==> config.mk <==
export PLATFORM = sky130hd
export DESIGN_NAME = disp_source_arbiter
export DESIGN_NICKNAME = d
export VERILOG_FILES = /design/src/rtl/disp_source_arbiter.sv
export SDC_FILE = /design/constraint.sdc
export NUM_CORES = 1
export LEC_CHECK = 0
export ABC_AREA = 1
export CAP_MARGIN = 30
export CORE_UTILIZATION = 35
export CTS_CLUSTER_SIZE = 40
export DETAILED_ROUTE_END_ITERATION = 8
export GPL_ROUTABILITY_DRIVEN = 0
export PLACE_DENSITY_LB_ADDON = 0.08
export SLEW_MARGIN = 0
export SYNTH_ARGS = -nofsm -noshare
export SYNTH_HDL_FRONTEND = slang
export SYNTH_SLANG_ARGS = --single-unit
==> constraint.sdc <==
create_clock -name clk_250Hz -period 3.4 [get_ports clk_250Hz]
set_input_delay 0.68 -clock clk_250Hz [delete_from_list [all_inputs] [get_ports clk_250Hz]]
set_output_delay 0.68 -clock clk_250Hz [all_outputs]
set_load 0.02 [all_outputs]
==> src/rtl/disp_source_arbiter.sv <==
// Round-robin arbiter sharing the 4-digit seven-segment display between N_SRC sources.
// Optional alert blink is built only when DISP_BLINK_EN is defined.
module disp_source_arbiter #(
    parameter int unsigned N_SRC       = 4,
    parameter int unsigned HOLD_TICKS  = 250,
    parameter int unsigned BLINK_TICKS = 125
) (
    input  logic                 clk_250Hz,
    input  logic                 rst_n,
    input  logic [N_SRC-1:0]     req,
    input  logic [32*N_SRC-1:0]  src_data,
    input  logic                 alert,
    output logic [N_SRC-1:0]     grant,
    output logic [31:0]          data_out,
    output logic                 busy
);

    localparam int unsigned IdxW  = $clog2(N_SRC);
    localparam int unsigned HoldW = $clog2(HOLD_TICKS);

    localparam logic [IdxW-1:0]  IdxLast  = IdxW'(N_SRC - 1);
    localparam logic [HoldW-1:0] HoldLast = HoldW'(HOLD_TICKS - 1);
    localparam logic [31:0]      Blank    = 32'hFFFF_FFFF;

    typedef enum logic [0:0] {
        StIdle,
        StShow
    } state_e;

    state_e             state_q, state_d;
    logic [IdxW-1:0]    ptr_q, ptr_d;
    logic [HoldW-1:0]   hold_q, hold_d;
    logic [N_SRC-1:0]   grant_q, grant_d;
    logic               busy_q, busy_d;
    logic [31:0]        data_q, data_d;
    logic [31:0]        norm_d;

    logic [N_SRC-1:0]   search_mask;
    logic [IdxW-1:0]    cand_idx;
    logic [IdxW-1:0]    win_idx;
    logic               win_found;
    logic [31:0]        owner_data;
    logic [31:0]        win_data;

    // While showing, ptr_q is the owner; masking it out makes the winner always a competitor.
    always_comb begin
        search_mask = req;
        if (state_q == StShow) begin
            search_mask[ptr_q] = 1'b0;
        end
        win_found = 1'b0;
        win_idx   = ptr_q;
        cand_idx  = ptr_q;
        for (int unsigned i = 1; i <= N_SRC; i++) begin
            cand_idx = IdxW'((32'(ptr_q) + i) % N_SRC);
            if (!win_found && search_mask[cand_idx]) begin
                win_found = 1'b1;
                win_idx   = cand_idx;
            end
        end
    end

    assign owner_data = src_data[32*ptr_q +: 32];
    assign win_data   = src_data[32*win_idx +: 32];

    always_comb begin
        state_d = state_q;
        ptr_d   = ptr_q;
        hold_d  = hold_q;
        grant_d = grant_q;
        busy_d  = busy_q;
        norm_d  = Blank;

        unique case (state_q)
            StIdle: begin
                grant_d = '0;
                busy_d  = 1'b0;
                hold_d  = '0;
                if (win_found) begin
                    state_d = StShow;
                    ptr_d   = win_idx;
                    grant_d = N_SRC'(1) << win_idx;
                    busy_d  = 1'b1;
                    norm_d  = win_data;
                end
            end

            StShow: begin
                if (!req[ptr_q] || (hold_q == HoldLast)) begin
                    hold_d = '0;
                    if (win_found) begin
                        ptr_d   = win_idx;
                        grant_d = N_SRC'(1) << win_idx;
                        busy_d  = 1'b1;
                        norm_d  = win_data;
                    end else if (req[ptr_q]) begin
                        // Dwell expired with no competitor: owner simply keeps the display.
                        norm_d = owner_data;
                    end else begin
                        state_d = StIdle;
                        grant_d = '0;
                        busy_d  = 1'b0;
                    end
                end else begin
                    hold_d = hold_q + 1'b1;
                    norm_d = owner_data;
                end
            end

            default: begin
                state_d = StIdle;
                grant_d = '0;
                busy_d  = 1'b0;
                hold_d  = '0;
            end
        endcase
    end

`ifdef DISP_BLINK_EN
    localparam int unsigned BlinkW = (BLINK_TICKS > 1) ? $clog2(BLINK_TICKS) : 1;
    localparam logic [BlinkW-1:0] BlinkLast = BlinkW'(BLINK_TICKS - 1);

    logic              phase_on_q, phase_on_d;
    logic [BlinkW-1:0] blink_cnt_q, blink_cnt_d;

    always_comb begin
        phase_on_d  = phase_on_q;
        blink_cnt_d = blink_cnt_q;
        if (!alert) begin
            phase_on_d  = 1'b1;
            blink_cnt_d = '0;
        end else if (busy_q) begin
            if (blink_cnt_q == BlinkLast) begin
                blink_cnt_d = '0;
                phase_on_d  = ~phase_on_q;
            end else begin
                blink_cnt_d = blink_cnt_q + 1'b1;
            end
        end
        // Blanking uses the next phase so the word and its phase are registered together.
        data_d = phase_on_d ? norm_d : Blank;
    end

    always_ff @(posedge clk_250Hz or negedge rst_n) begin
        if (!rst_n) begin
            phase_on_q  <= 1'b1;
            blink_cnt_q <= '0;
        end else begin
            phase_on_q  <= phase_on_d;
            blink_cnt_q <= blink_cnt_d;
        end
    end
`else
    logic unused_alert;
    assign unused_alert = alert;
    assign data_d       = norm_d;
`endif

    always_ff @(posedge clk_250Hz or negedge rst_n) begin
        if (!rst_n) begin
            state_q <= StIdle;
            ptr_q   <= IdxLast;
            hold_q  <= '0;
            grant_q <= '0;
            busy_q  <= 1'b0;
            data_q  <= Blank;
        end else begin
            state_q <= state_d;
            ptr_q   <= ptr_d;
            hold_q  <= hold_d;
            grant_q <= grant_d;
            busy_q  <= busy_d;
            data_q  <= data_d;
        end
    end

    assign grant    = grant_q;
    assign busy     = busy_q;
    assign data_out = data_q;

endmodule

==> results.json, run 1 <==
{
  "status": "finished clean",
  "cp_max_fo": 41,
  "drv_slew": 0,
  "core_area_um2": 13900,
  "cts_resized": 0,
  "syn-mean-instance-area_um2": 5.96,
  "max_freq_mhz": 369,
  "dr.pass1.iters": 5,
  "pre_cts_slack_ns": 0.454,
  "area_growth_syn_to_layout_pct": 39.9,
  "viasPerCell": 5.12,
  "vias": 5910,
  "post-cts-setup-buffers": 0,
  "seq_area_frac_synth": 0.248,
  "clockRootBuffer": "clkbuf_16",
  "r2r_slack_ns": 0.69,
  "drive_gt1_frac": 0.0800,
  "whs_ns": 0.347,
  "layout.nets": 1115,
  "start_kind": "register",
  "fp.dieH_um": 122,
  "synth_area_um2": 5010,
  "hpwl_mm": 11.5,
  "drv_cap": 0,
  "ys_warn_count": 0,
  "start_util": 0.360,
  "drc": 0,
  "cts_made_buffers": 5,
  "fin_ws_ns": 0.694,
  "grt_first_pass_wirelength_mm": 28.5,
  "clk-insertion-delay-late_ns": 0.30,
  "drt.antenna.violating_nets": 0,
  "die_area_um2": 14800,
  "synth-seq-cells": 48,
  "std_cell_rows": 43,
  "end_kind": "register",
  "chipWidth_um": 122,
  "placed_area_um2": 6860,
  "rr_startpoint": "ptr_q[0]$_DFFE_PN1P_",
  "ff_latch_area_um2": 1240,
  "fin_crit_sh": 0.796,
  "crit_type": "register to register",
  "layout_commonest_cell": "nand2_1",
  "grt_pass1_vias": 5544,
  "diodes": 0,
  "gr-total-overflow": 0,
  "n_fill_cell": 1455,
  "layout_common_cells": "nand2_1 (232), clkdlybuf4s50_1 (169), nand3_1 (148)",
  "synth.distinct_cells": 30,
  "finClkSkew_ns": 0.00436,
  "setup_tns_ns": 0,
  "grt_max_degree": 76,
  "cp.required_ns": 3.63,
  "synth_fp_nets": 982,
  "syn_inst": 841,
  "grt_usage": 0.245,
  "routedWlPerCell_um": 15.3,
  "multiInputGateArea_um2": 3180,
  "cts_tree": "done",
  "antenna_found_initial": 0,
  "wirelength_mm": 17.7,
  "drt_first_iter_violations": 383,
  "cp-startpoint": "ptr_q[0]$_DFFE_PN1P_",
  "final-setup-viol-count": 0,
  "rsz0062_at_grt": "false",
  "path_clk_slew_ns": 0.07,
  "hp-class": "primary input to asynchronous set/reset pin",
  "worst_pin_slew_ns": 0.685,
  "cts_sinks": 48,
  "io_buffers": 170,
  "finalHoldViolCount": 0,
  "max_slew_margin": 0.543,
  "cp.arrival_ns": 2.94,
  "min_period_ns": 2.71,
  "io_pins": 172,
  "clockBufferDepth": 2,
  "design_area_um2": 7010,
  "hold_buffers": 0,
  "htree_levels": 2
}
==> path summary, 6_finish.rpt <==
check                           cells past startpoint                endpoint
worst max-delay path                               14  data_out[24]$_DFF_PN1_
worst min-delay path                                1    grant[1]$_DFFE_PN0P_
worst max register to register                     14  data_out[24]$_DFF_PN1_
worst min register to register                      1     hold_q[0]$_DFF_PN0_
max in group asynchronous                           3  data_out[20]$_DFF_PN1_
min in group clk_250Hz                              1     hold_q[0]$_DFF_PN0_
==> layer usage <==
metal  vias to the layer above  track usage  share of wire
li1                       3018            -              -
met1                      2689        0.321           0.45
met2                       193        0.419           0.48
met3                        10       0.0417          0.063
met4                         0       0.0540         0.0092
met5                         -            0              0
==> cell usage after synthesis, drive strengths merged <==
cell type,number,area (um2)
xor2,1,8.76
o21ai,101,505
buf,39,225
nor3,2,10.0
and3,2,12.5
o2111ai,1,8.76
nor4,1,12.5
nand3b,62,465
clkbuf,26,97.6
o22ai,1,6.26
nand2,237,902
clkinv,1,3.75
ha,6,75.1
a21oi,36,180
dfstp,34,893
nand4,2,12.5
nand3,150,761
inv,77,289
or2,3,18.8
nor2,45,171
dfrtp,14,350
==> layout make-up <==
type,instances,area share
tap,180,0.0321
clock inverter,2,0.00143
sequential,48,0.177
clock buffer,6,0.0198
multi-input combinational,650,0.454
inverter,78,0.0418
timing repair buffer,191,0.273
==> worst max-delay path, cell delays in order, from the launching register on <==
cell and delay, ns:
dfstp_2 0.55, buf_4 0.26, ha_1 0.19, nand2_1 0.08, nand2_1 0.12, nand3_1 0.08
nand2_1 0.22, nand4_1 0.20, nand2_2 0.11, buf_4 0.41, nand2_1 0.10, nand3_1 0.12
nand3_1 0.07, nand2_1 0.07, nand2_1 0.04
==> metrics by stage <==
| step | instances | utilization |
|---|---|---|
| 3_5_place_dp | 1147 | 0.492 |
| 2_1_floorplan | 841 | - |
| 3_3_place_gp | 1146 | 0.491 |
| 4_1_cts | 1155 | 0.503 |
| 5_1_grt | 1155 | 0.503 |
| 6_report | 1155 | 0.503 |
==> state kept, by name, indices dropped and copies added, names as in the netlist <==
register	flops
data_out	32
hold_q	8
grant	4
ptr_q	2
busy	1
state_q	1
==> cells by family after synthesis <==
| group | after synthesis | synth area share |
|---|---|---|
| AND/OR/NAND/NOR | 504 | 0.472 |
| adder cells (fa/ha/maj) | 6 | 0.0150 |
| XOR/XNOR | 1 | 0.00175 |
| AO/OA/AOI/OAI | 139 | 0.140 |
| flip-flops | 48 | 0.248 |
| buffers and inverters | 143 | 0.123 |
Power of run 1 is not shown: default switching activity piles up to over one toggle a cycle in this logic, so the estimate is an artifact.
==> run 2, diff against run 1 <==
Clock period 3.4 ns to 2.75 ns, I/O delays scaled along.
==> run 2 against run 1 <==
Net effect: critical path depth is the same; design area increased by 2.0%; setup slack lost 0.41 ns; final cell count rose by 0.69%; global-route usage down 0.46 points; largest cell class unchanged.
==> results.json, run 2 (same netlist as run 1, synthesis figures left out) <==
{
  "drt.antenna.violating_nets": 0,
  "cp_max_fo": 26,
  "core_area_um2": 13900,
  "hp-class": "primary input to asynchronous set/reset pin",
  "start_kind": "register",
  "start_util": 0.360,
  "grt_usage": 0.240,
  "clockRootBuffer": "clkbuf_16",
  "n_fill_cell": 1454,
  "layout_common_cells": "nand2_1 (232), clkdlybuf4s50_1 (169), nand3_1 (148)",
  "drv_cap": 0,
  "pre_cts_slack_ns": 0.160,
  "cts_made_buffers": 5,
  "wirelength_mm": 17.6,
  "antenna_found_initial": 0,
  "final-setup-viol-count": 0,
  "largest_reg_flops": 32,
  "drc": 0,
  "rsz0062_at_grt": "false",
  "htree_levels": 2,
  "fin_ws_ns": 0.281,
  "cp.arrival_ns": 2.71,
  "grt_max_degree": 55,
  "layout.nets": 1123,
  "path_clk_slew_ns": 0.07,
  "vias": 5973,
  "dp_cells": 1154,
  "clk-insertion-delay-late_ns": 0.29,
  "area_growth_syn_to_layout_pct": 42.7,
  "clockBufferDepth": 2,
  "chipWidth_um": 122,
  "setup_tns_ns": 0,
  "cp.required_ns": 2.99,
  "status": "finished clean",
  "drv_slew": 0,
  "diodes": 0,
  "std_cell_rows": 43,
  "end_kind": "register",
  "layout_commonest_cell": "nand2_1",
  "utilization": 0.513,
  "stdcell_count": 1163,
  "drt_first_iter_violations": 336,
  "routedWlPerCell_um": 15.1,
  "hpwl_mm": 11.9,
  "finClkSkew_ns": 0.00691,
  "grt_pass1_vias": 5515,
  "die_area_um2": 14800,
  "fin_crit_sh": 0.898,
  "crit_type": "register to register",
  "worst_pin_slew_ns": 0.718,
  "dr.pass1.iters": 5,
  "viasPerCell": 5.14,
  "grt_first_pass_wirelength_mm": 28.0,
  "max_slew_margin": 0.521,
  "cts_resized": 0,
  "cts_tree": "done",
  "io_buffers": 170,
  "fp.dieH_um": 122,
  "min_period_ns": 2.47,
  "gr-total-overflow": 0,
  "cts_sinks": 48,
  "finalHoldViolCount": 0,
  "io_pins": 172,
  "drive_gt1_frac": 0.0875,
  "max_freq_mhz": 405
}
[run 2: cell types whose count changed in the layout (fill, tap and decap cells not counted)]
cell       delta
buf_12        +4
buf_4         +4
clkinv_2      -2
clkinv_4      +1
bufinv_16     +1
[run 2: layout make-up]
cell class	instances	area (um2)	area share
multi-input combinational	650	3180	0.445
tap	180	225	0.0315
inverter	78	293	0.0410
sequential	48	1240	0.174
clock inverter	2	38.8	0.00543
timing repair buffer	199	2030	0.284
clock buffer	6	139	0.0194
[run 2: layer usage]
layer	up-vias	GRT usage	part of all wire
met5	-	0	0
met4	0	0.0517	0.011
met3	14	0.0337	0.061
met2	193	0.408	0.47
met1	2722	0.322	0.45
li1	3044	-	-
[run 2: path summary, 6_finish.rpt]
path,start,end,slack (ns),depth (start not counted)
min in group clk_250Hz,hold_q[0]$_DFF_PN0_,hold_q[0]$_DFF_PN0_,0.50,1
max in group asynchronous,rst_n,data_out[20]$_DFF_PN1_,1.79,2
setup reg to reg,ptr_q[1]$_DFFE_PN1P_,data_out[30]$_DFF_PN1_,0.28,14
hold / removal,rst_n,grant[2]$_DFFE_PN0P_,0.31,1
setup / recovery,ptr_q[1]$_DFFE_PN1P_,data_out[30]$_DFF_PN1_,0.28,14
hold reg to reg,hold_q[0]$_DFF_PN0_,hold_q[0]$_DFF_PN0_,0.50,1
[run 2: worst max-delay path, cell delays in order, from the launching register on]
cell and delay, ns:
dfstp_2 0.62, inv_2 0.07, ha_1 0.33, inv_1 0.13, nand3_1 0.12, nand2_2 0.15, nand3_2 0.11, nand2_2 0.14
buf_4 0.32, nand3_1 0.12, nand2_1 0.08, nand2_1 0.05, nand3_1 0.09, nand2_1 0.05, nand2_1 0.06
[run 2: per-stage QoR]
stage               hold slack, ns  cell area [um2]
global route                 0.363             7150
finish                       0.310             7150
CTS                          0.337             7140
global placement             0.491             6960
detailed placement           0.486             6960
floorplan                    0.254             5010
[run 2: repair_timing]
action                                  4_1_cts  5_1_grt
buffers inserted                              0        1
hold buffers                                  0        0
endpoints found under the setup margin        0        2
Power of run 2 is left out for the same reason.
==> run 3, diff against run 2 <==
Settings changed: CAP_MARGIN 30 to not set, CORE_MARGIN set to 2, GPL_TIMING_DRIVEN set to 0.
==> run 3 against run 2 <==
Net effect: die area grew 3.3%; design area increased by 3.7%; clock skew decreased by 0.0013 ns; first-iteration DRC count rose by 49%; fmax fell by 5.3%; register-to-register slack got worse by 0.14 ns; utilization up 1.9 points; wire length rose by 17%.
==> results.json, run 3 (same netlist as run 1, synthesis figures left out) <==
{
  "crit_slowest_cell": "dfstp_2",
  "crit_family": "buffers and inverters",
  "grt_max_degree": 35,
  "end_kind": "register",
  "die_area_um2": 15300,
  "core_area_um2": 13900,
  "cp_slowest_stage_delay_ns": 0.55,
  "io_buffers": 170,
  "cp_max_fo": 20,
  "design_area_um2": 7410,
  "gr-total-overflow": 0,
  "placed_area_um2": 6950,
  "cp.arrival_ns": 2.84,
  "crit_type": "register to register",
  "crit_buf_inv": 5,
  "viasPerCell": 5.29,
  "routedWlPerCell_um": 17.1,
  "wirelength_mm": 20.6,
  "io_pins": 172,
  "vias": 6388,
  "clk-insertion-delay-late_ns": 0.31,
  "r2r_slack_ns": 0.14,
  "std_cell_rows": 43,
  "drv_cap": 0,
  "final-setup-viol-count": 0,
  "fp.dieH_um": 124,
  "area_growth_syn_to_layout_pct": 48.0,
  "rsz0062_at_grt": "true",
  "clockRootBuffer": "clkbuf_16",
  "antenna_found_initial": 0,
  "layout.nets": 1167,
  "layout_common_cells": "nand2_1 (226), clkdlybuf4s50_1 (169), nand3_1 (144)",
  "worstPathCellList": "inv_2, buf_8, buf_12, ha_4, inv_1, nand3_2, nand2_4, o2111ai_4, nand2_2, buf_2, nand3_1, nand2_1, nand2_1",
  "hp-class": "primary input to asynchronous set/reset pin",
  "drv_slew": 0,
  "diodes": 0,
  "rr_startpoint": "ptr_q[0]$_DFFE_PN1P_",
  "pre_cts_slack_ns": -0.865,
  "cts_made_buffers": 5,
  "n_fill_cell": 1413,
  "drive_gt1_frac": 0.115,
  "cts_sinks": 48,
  "htree_levels": 2,
  "clockBufferDepth": 2,
  "max_slew_margin": 0.552,
  "ff_latch_area_um2": 1240,
  "multiInputGateArea_um2": 3240,
  "hold_buffers": 0,
  "path_clk_slew_ns": 0.07,
  "min_period_ns": 2.61,
  "max_freq_mhz": 384,
  "status": "finished clean",
  "dr.pass1.iters": 5,
  "worst_pin_slew_ns": 0.667,
  "largest_reg_flops": 32,
  "fin_ws_ns": 0.143,
  "drc": 0,
  "drt_first_iter_violations": 499,
  "cp.required_ns": 2.98,
  "start_kind": "register",
  "grt_first_pass_wirelength_mm": 31.5,
  "grt_usage": 0.268,
  "drt.antenna.violating_nets": 0,
  "layout_commonest_cell": "nand2_1",
  "cpMostUsedCell": "nand2_1",
  "cts_tree": "done",
  "hpwl_mm": 14.6,
  "finalHoldViolCount": 0,
  "chipWidth_um": 124,
  "finClkSkew_ns": 0.00560,
  "cp-startpoint": "ptr_q[0]$_DFFE_PN1P_",
  "start_util": 0.360,
  "fin_crit_sh": 0.948,
  "grt_pass1_vias": 5967
}
==> run 3: cell types whose count changed in the layout (fill, tap and decap cells not counted), moves of 4 or more <==
cell	change
clkbuf_1	+20
buf_2	+5
buf_8	+4
nand3_1	-4
buf_6	+10
nand2_1	-6
nand3_2	+4
buf_12	-6
==> run 3: final timing paths <==
kind,to,depth (start not counted)
max in group asynchronous,data_out[23]$_DFF_PN1_,2
min reg2reg,busy$_DFFE_PN0P_,2
min in group clk_250Hz,busy$_DFFE_PN0P_,2
max reg2reg,data_out[15]$_DFF_PN1_,13
max,data_out[15]$_DFF_PN1_,13
min,data_out[2]$_DFF_PN1_,1
==> run 3: final cells by class <==
type,instances,area share
repair buffers,180,0.241
clock buffers,8,0.0211
flip-flops and latches,48,0.168
well taps,180,0.0304
multi-input cells,650,0.437
inverters,78,0.0402
plain buffers,63,0.0633
==> run 3: metrics by stage <==
step	TNS [ns]	utilization	std cells	hold slack [ns]
3_5_place_dp	-31.33	0.499	1192	0.480
2_1_floorplan	0	-	841	0.254
3_3_place_gp	-39.28	0.498	1191	0.469
6_report	0	0.532	1207	0.479
4_1_cts	0	0.520	1201	0.492
5_1_grt	-0.0748	0.532	1207	0.513
==> run 3: what timing repair did <==
action	in CTS	in global routing
gates resized for setup	37	41
setup endpoints to repair	40	38
buffers inserted	2	7
pin swaps	4	6
==> run 3: per-layer routing <==
layer | GRT usage | vias up | wire length, um
li1 | - | 3129 | -
met3 | 0.0453 | 29 | 1560
met5 | 0 | - | 0
met2 | 0.433 | 284 | 9590
met1 | 0.370 | 2946 | 9010
met4 | 0.0724 | 0 | 421
Power of run 3 is left out for the same reason.
==> RTL edit, RTL diff (flow settings as in run 3) <==
Take the reset off `hold_q` and load it in a clocked block of its own.
--- a/src/rtl/disp_source_arbiter.sv
+++ b/src/rtl/disp_source_arbiter.sv
@@ -161,5 +161,4 @@
             state_q <= StIdle;
             ptr_q   <= IdxLast;
-            hold_q  <= '0;
             grant_q <= '0;
             busy_q  <= 1'b0;
@@ -168,9 +167,12 @@
             state_q <= state_d;
             ptr_q   <= ptr_d;
-            hold_q  <= hold_d;
             grant_q <= grant_d;
             busy_q  <= busy_d;
             data_q  <= data_d;
         end
+    end
+
+    always_ff @(posedge clk_250Hz) begin
+        hold_q <= hold_d;
     end
 
Function: no difference found for any inputs over 4 cycles, from zero or initial values and one cycle with rst_n low; that may be too few to reach the edited logic, so the function may still have changed.
==> RTL edit against run 3 <==
Via count shrank 4.6%. Count of clock-buffer cells in the layout fell by 3. Sequential share of layout area down 0.36 points. Sequential cell count unchanged. Clock skew increased by 0.0062 ns. Routed wire length is 6.5% lower. Cell area shrank 1.1%. Final cell count decreased by 0.50%. Largest cell class unchanged. Setup slack lost 0.030 ns. Area after synthesis fell by 4.0%. Highest routed layer unchanged.
Power is not shown: default switching activity piles up to over one toggle a cycle in this logic, so the estimate is an artifact.
==> RTL edit: results (changes against run 3) <==
status=finished, final reports clean; Worst Reg-to-Reg Cells=18 (+5); DRT Wirelength=19.2 mm (-6.5%); CP max stage cell=dfstp_2; ANT cells=0 (unchanged); Detail Route met3 WL=1.54 mm (-1.3%); CTS max path bufs=2 (unchanged); Critical Path Sink=data_out[5]; relative slew slack=57.0% (+1.8 points); Worst Clk Skew=0.0118 ns (+0.00618 ns); Synth top cells by count=nand2_1, nand3_1, inv_1; Post-Route M1 WL=8.38 mm (-6.9%); CP max stage delay=0.54 ns; DPL Wire Length=14.3 mm (-2.2%); DP Area=6750 um2 (-2.9%); max FFs per register=32 (unchanged); Hold Crit Class=input port to async pin; routed wl met2=8.86 mm (-7.6%); syn_nets=970 (-1.2%); placed cell count=1,176 (-1.3%); share of cells above drive strength 1=13.1% (+1.6 points); M3 GR Usage=4.04% (-0.49 points); H-tree depth=2 (unchanged); Post-Synthesis Cells=829 (-1.4%); Vias=6,093 (-4.6%); YS warnings=0 (unchanged); DR top layer=met4; first-pass GRT wire length=29.8 mm (-5.6%); clk_lat worst skew=0.31 ns (about the same); initial antenna violation count=0 (unchanged); pin count of the biggest net entering global routing=27 (-23%); Worst-path clk slew=0.08 ns; hold slack=0.430 ns (-0.0497 ns); Distinct cells, synth=33 (+10%); Post-synth ARST share=83.3% (-17 points); drt first pass iters=6 (+1); first element of the critical path=ptr_q[1]; gr usage total=26.1% (-0.77 points); synth top area cells=dfstp_2, nand3_1, nand2_1; Worst Path Max Fanout=11 (-45%); PortBufs=170 (unchanged); GR Util met2=41.6% (-1.7 points); via/cell ratio=5.07 (-4.1%); Crit path arrival time=2.87 ns (+0.03 ns); fmax=379 MHz (-1.1%); Initial DRC Count=570 (+14%); sequential fraction of the synthesis area=25.0% (+0.19 points); Setup WS pre-CTS=-0.680 ns (+0.186 ns); CTS Root Cell=clkbuf_16; reg-to-reg slack, setup=0.11 ns (-0.03 ns); number of global-route vias before repair=5,690 (-4.6%); delay-heaviest family, CP=buffers and inverters; GR Layer Usage met1=36.0% (-1.1 points)
## RTL edit: changes by cell type after synthesis, moves of 8 or more
| cell | delta |
|---|---|
| a21oi_1 | +31 |
| clkbuf_1 | -8 |
| dfxtp_1 | +8 |
| o21ai_0 | -27 |
| dfrtp_1 | -8 |
| nand2_1 | -48 |
| nand3_1 | +10 |
| inv_1 | +69 |
| nand3b_1 | -42 |
## RTL edit: cell families after synthesis
kind of cell,count (synthesis),share of synthesized area [%]
fa+ha+maj,6,1.56
simple gates,421,39.9
buf+inv,205,17.2
flops,48,25.0
compound gates,146,15.7
xor+xnor,3,0.546
## RTL edit: what timing repair did
action                                  CTS  global route
pin swaps                                 4            15
buffers inserted                         12             3
endpoints found under the setup margin   40            39
gates resized for setup                  40            52
gates cloned                              2             0
## RTL edit: layout make-up
class                      count  area [um2]
buffer                        56         435
tap                          176         220
sequential                    48        1200
clock inverter                 3        22.5
fill                        1401        6020
clock buffer                   5         125
multi-input combinational    576        2880
timing repair buffer         188        1880
inverter                     149         564
